--- src/rtl/upcount_ctrl.sv ---
// Loadable up-counter with IDLE/RUN/DONE control: counts toward a terminal value M,
// then either wraps to zero (continuous) or stops and flags completion (one-shot).
module upcount_ctrl #(
  parameter int unsigned n = 8
) (
  input  logic         Clock,
  input  logic         Reset,
  input  logic [n-1:0] R,
  input  logic [n-1:0] M,
  input  logic         L,
  input  logic         E,
  input  logic         C,
  output logic [n-1:0] Q,
  output logic         TC,
  output logic         Busy,
  output logic         Done
);

  typedef enum logic [1:0] {
    StIdle,
    StRun,
    StDone
  } state_e;

  state_e       state_q, state_d;
  logic [n-1:0] q_q, q_d;
  logic         busy_q, busy_d;
  logic         done_q, done_d;
  logic         at_term;

  assign at_term = (q_q == M);

  always_comb begin
    state_d = state_q;
    q_d     = q_q;
    case (state_q)
      StIdle: begin
        if (L) begin
          q_d     = R;
          state_d = StRun;
        end
      end
      StRun: begin
        if (L) begin
          q_d = R;
        end else if (E) begin
          if (at_term) begin
            // Continuous mode wraps to zero; one-shot holds at M and finishes.
            if (C) begin
              q_d = '0;
            end else begin
              state_d = StDone;
            end
          end else begin
            q_d = q_q + n'(1);
          end
        end
      end
      StDone: begin
        if (L) begin
          q_d     = R;
          state_d = StRun;
        end
      end
      default: begin
        state_d = StIdle;
        q_d     = '0;
      end
    endcase
    // Status flags are registered from the next state so they track the state register.
    busy_d = (state_d == StRun);
    done_d = (state_d == StDone);
  end

  always_ff @(posedge Clock) begin
    if (Reset) begin
      state_q <= StIdle;
      q_q     <= '0;
      busy_q  <= 1'b0;
      done_q  <= 1'b0;
    end else begin
      state_q <= state_d;
      q_q     <= q_d;
      busy_q  <= busy_d;
      done_q  <= done_d;
    end
  end

  assign Q    = q_q;
  assign TC   = (state_q == StRun) && E && !L && at_term;
  assign Busy = busy_q;
  assign Done = done_q;

endmodule

--- config.mk ---
export PLATFORM = sky130hd
export DESIGN_NAME = upcount_ctrl
export DESIGN_NICKNAME = d
export VERILOG_FILES = /design/src/rtl/upcount_ctrl.sv
export SDC_FILE = /design/constraint.sdc
export NUM_CORES = 1
export LEC_CHECK = 0
export CORE_MARGIN = 1
export CORE_UTILIZATION = 41
export DETAILED_ROUTE_END_ITERATION = 8
export PLACE_DENSITY = 0.77
export RECOVER_POWER = 50
export SYNTH_ARGS = -nofsm -noshare
export SYNTH_HDL_FRONTEND = slang
export SYNTH_SLANG_ARGS = --single-unit
--- constraint.sdc ---
create_clock -name Clock -period 2.3 [get_ports Clock]
set_clock_uncertainty 0.2 [all_clocks]
set_input_delay 0.345 -clock Clock [delete_from_list [all_inputs] [get_ports Clock]]
set_output_delay 0.345 -clock Clock [all_outputs]
set_load 0.02 [all_outputs]
==> flow_summary.toml <==
[placed_design]
dp_hpwl_um = 1660
place_congestion = 0.903
portBuffers = 31
post-place-cells = 159
post-place-ws_ns = -0.446

[logic_synthesis]
synth_top_cell_area_share = 0.311
synth_cell_types = 31
seq_area_frac_synth = 0.311
synth.avg_cell_area_um2 = 8.31
synth_commonest_cells = "dfxtp_1, xor2_1, nor2_1"
synth_seq_cells = 12
synth_edf_count = 0
synthTopCellsByArea = "dfxtp_1, xor2_1, o32ai_1"
yosysMostFrequentCell = "dfxtp_1"
synth_flop_cell = "dfxtp_1"
netlist_instances = 93
ys_async_sr_fraction = 0
synth_area_um2 = 773
yosys_warnings = 0
synth_area_leader_cell = "dfxtp_1"
synth.net_count = 115

[clock_network]
cts-root-buf = "clkbuf_4"
cts_sinks = 12
cts.clk_slew.worst_paths_ns = 0.07
cts_buffers = 3
holdBufCountCts = 0
cts_tree = "done"
cts.htree.levels = 1
clock_latency_ns = 0.27
cts_buffer_depth = 2

[critical_path]
arrival_ns = 1.66
setup.worst_path.end_class = "primary output"
reg2reg_to = "Q[0]"
crit_type = "input pin to primary output"
crit_required_ns = 1.75
critPathLaunch = "M[2]"
worstRegToRegCells = 8
startpoint_type = "input pin"
crit_fanout = 2
timing.rr.start = "Q[0]"
reg2reg_slack_ns = 0.20

[die]
initial_core_util = 0.443
die-area_um2 = 2060
die_width_um = 45.4
fp-row-count = 15
core_um2 = 1750
io_pins = 32
die_y_um = 45.4

[sta]
tightestPinTransition_ns = 0.557
finalSetupViolations = 0
fin_ws_ns = 0.0953
min_period_ns = 2.20
rsz0062_at_grt = "no"
max_freq_ghz = 0.454
slew_violations = 0
hold_viol = 0
slew_headroom = 0.628
fin_crit_sh = 0.959

[grt]
grt_pass1_vias = 839
antenna_found_initial = 0
grtUsageTotal = 0.237
grt_pass1_wl_um = 3480
gr-total-overflow = 0
grt_start_max_net_pins = 19

[min_path]
holdPathStages = 1
hp-start = "state_q[1]"
hp-class = "flop to flop"
hold_path_end = "Busy"

[run]
drv_cap = 0

[run_status]
outcome = "complete, no violations"

[finish]
fin_cells = 163
area_growth_pct = 61.2
n_antenna_cell = 0
final_nets = 162
layout-drive-gt1-share = 0.196
utilization = 0.714

[routing]
antenna_left = 0
dr.pass1.iters = 5
totalWireLength_um = 2230
drt_iter0_drc = 18
vias_per_cell = 5.53
dr_total_vias = 901
drc = 0
wire_per_inst_um = 13.7

[power_and_ir_drop]
peakVddDrop_uv = 337
p_total_mw = 0.550
leakage_nw = 0.533
pwr_density_cell_nw_per_um2 = 441
[flip-flops by register name, summed over array words and instances, names as in the netlist]
name     count
Busy         1
state_q      2
Q            8
Done         1
[routing by layer]
metal / share of wire / routed length (µm) / track usage / vias up
met5: 0 / 0 / 0 / -
met2: 0.52 / 1160 / 0.406 / 36
met3: 0.057 / 128 / 0.0516 / 7
li1: - / - / - / 441
met4: 0.029 / 65 / 0.139 / 0
met1: 0.39 / 877 / 0.268 / 417
[per-stage QoR]
stage	hold slack, ns	TNS, ns	cell area, µm²
3_3_place_gp	0.370	-0.423	1210
5_1_grt	0.438	0	1250
3_5_place_dp	0.379	-0.529	1210
4_1_cts	0.390	0	1240
6_report	0.393	0	1250
2_1_floorplan	0.224	0	773
[layout by cell type (no fill, tap or decap), types with 2 or more instances in the layout]
cell type and n:
clkdlybuf4s50_1 17, buf_4 16, dfxtp_1 12, xor2_1 8
dlygate4sd3_1 8, nor2_1 7, a21oi_1 6, o32ai_1 6
inv_1 5, nor3_1 5, a22oi_1 5, nand2b_1 5
nand2_1 4, dlymetal6s2s_1 4, nand3_1 3, a211oi_1 3
clkbuf_4 3, nor4_2 2, a21oi_2 2, or2_2 2
a221oi_1 2
[worst max path at each step]
stage	end	slack [ns]	cells past startpoint
final	TC	0.1	7
after global routing	TC	0.02	7
after CTS	TC	0.008	7
after detailed placement	TC	-0.45	7
after global placement	TC	-0.42	7
after floorplan	TC	0.22	5
[cell families (layout without fill, tap and decap cells)]
logic type      Yosys count  count (layout)  share of synthesized area
flops                    12              12                      0.311
simple gates             33              33                      0.239
compound gates           29              29                      0.280
buf+inv                  10              55                     0.0631
xor+xnor                  8               8                     0.0906
fa+ha+maj                 1               1                     0.0162
[where the power goes]
group / switching [mW] / internal [mW]
clock network: 0.0679 / 0.0607
logic: 0.0889 / 0.102
registers: 0.00994 / 0.221
total: 0.167 / 0.383
[timing repair]
| item | CTS | global route |
|---|---|---|
| hold endpoints to repair | 0 | 0 |
| pin swaps | 4 | 4 |
| cloned | 0 | 0 |
| endpoints found under the setup margin | 1 | 2 |
| setup buffers | 1 | 0 |
| gates resized for setup | 6 | 4 |
[area by class of cell]
cell class	count	area, µm²
tap	25	31.3
multi-input combinational	71	484
inverter	5	18.8
fill	148	499
clock buffer	3	22.5
timing repair buffer	47	449
sequential	12	240
[critical path, stage by stage]
cell and delay [ns]:
clkdlybuf4s50_1 0.43, xor2_1 0.16, nor4_2 0.24, and2_1 0.21
nand2_1 0.06, nor2_1 0.08, buf_4 0.14
Power figures use the tool's default switching activity.
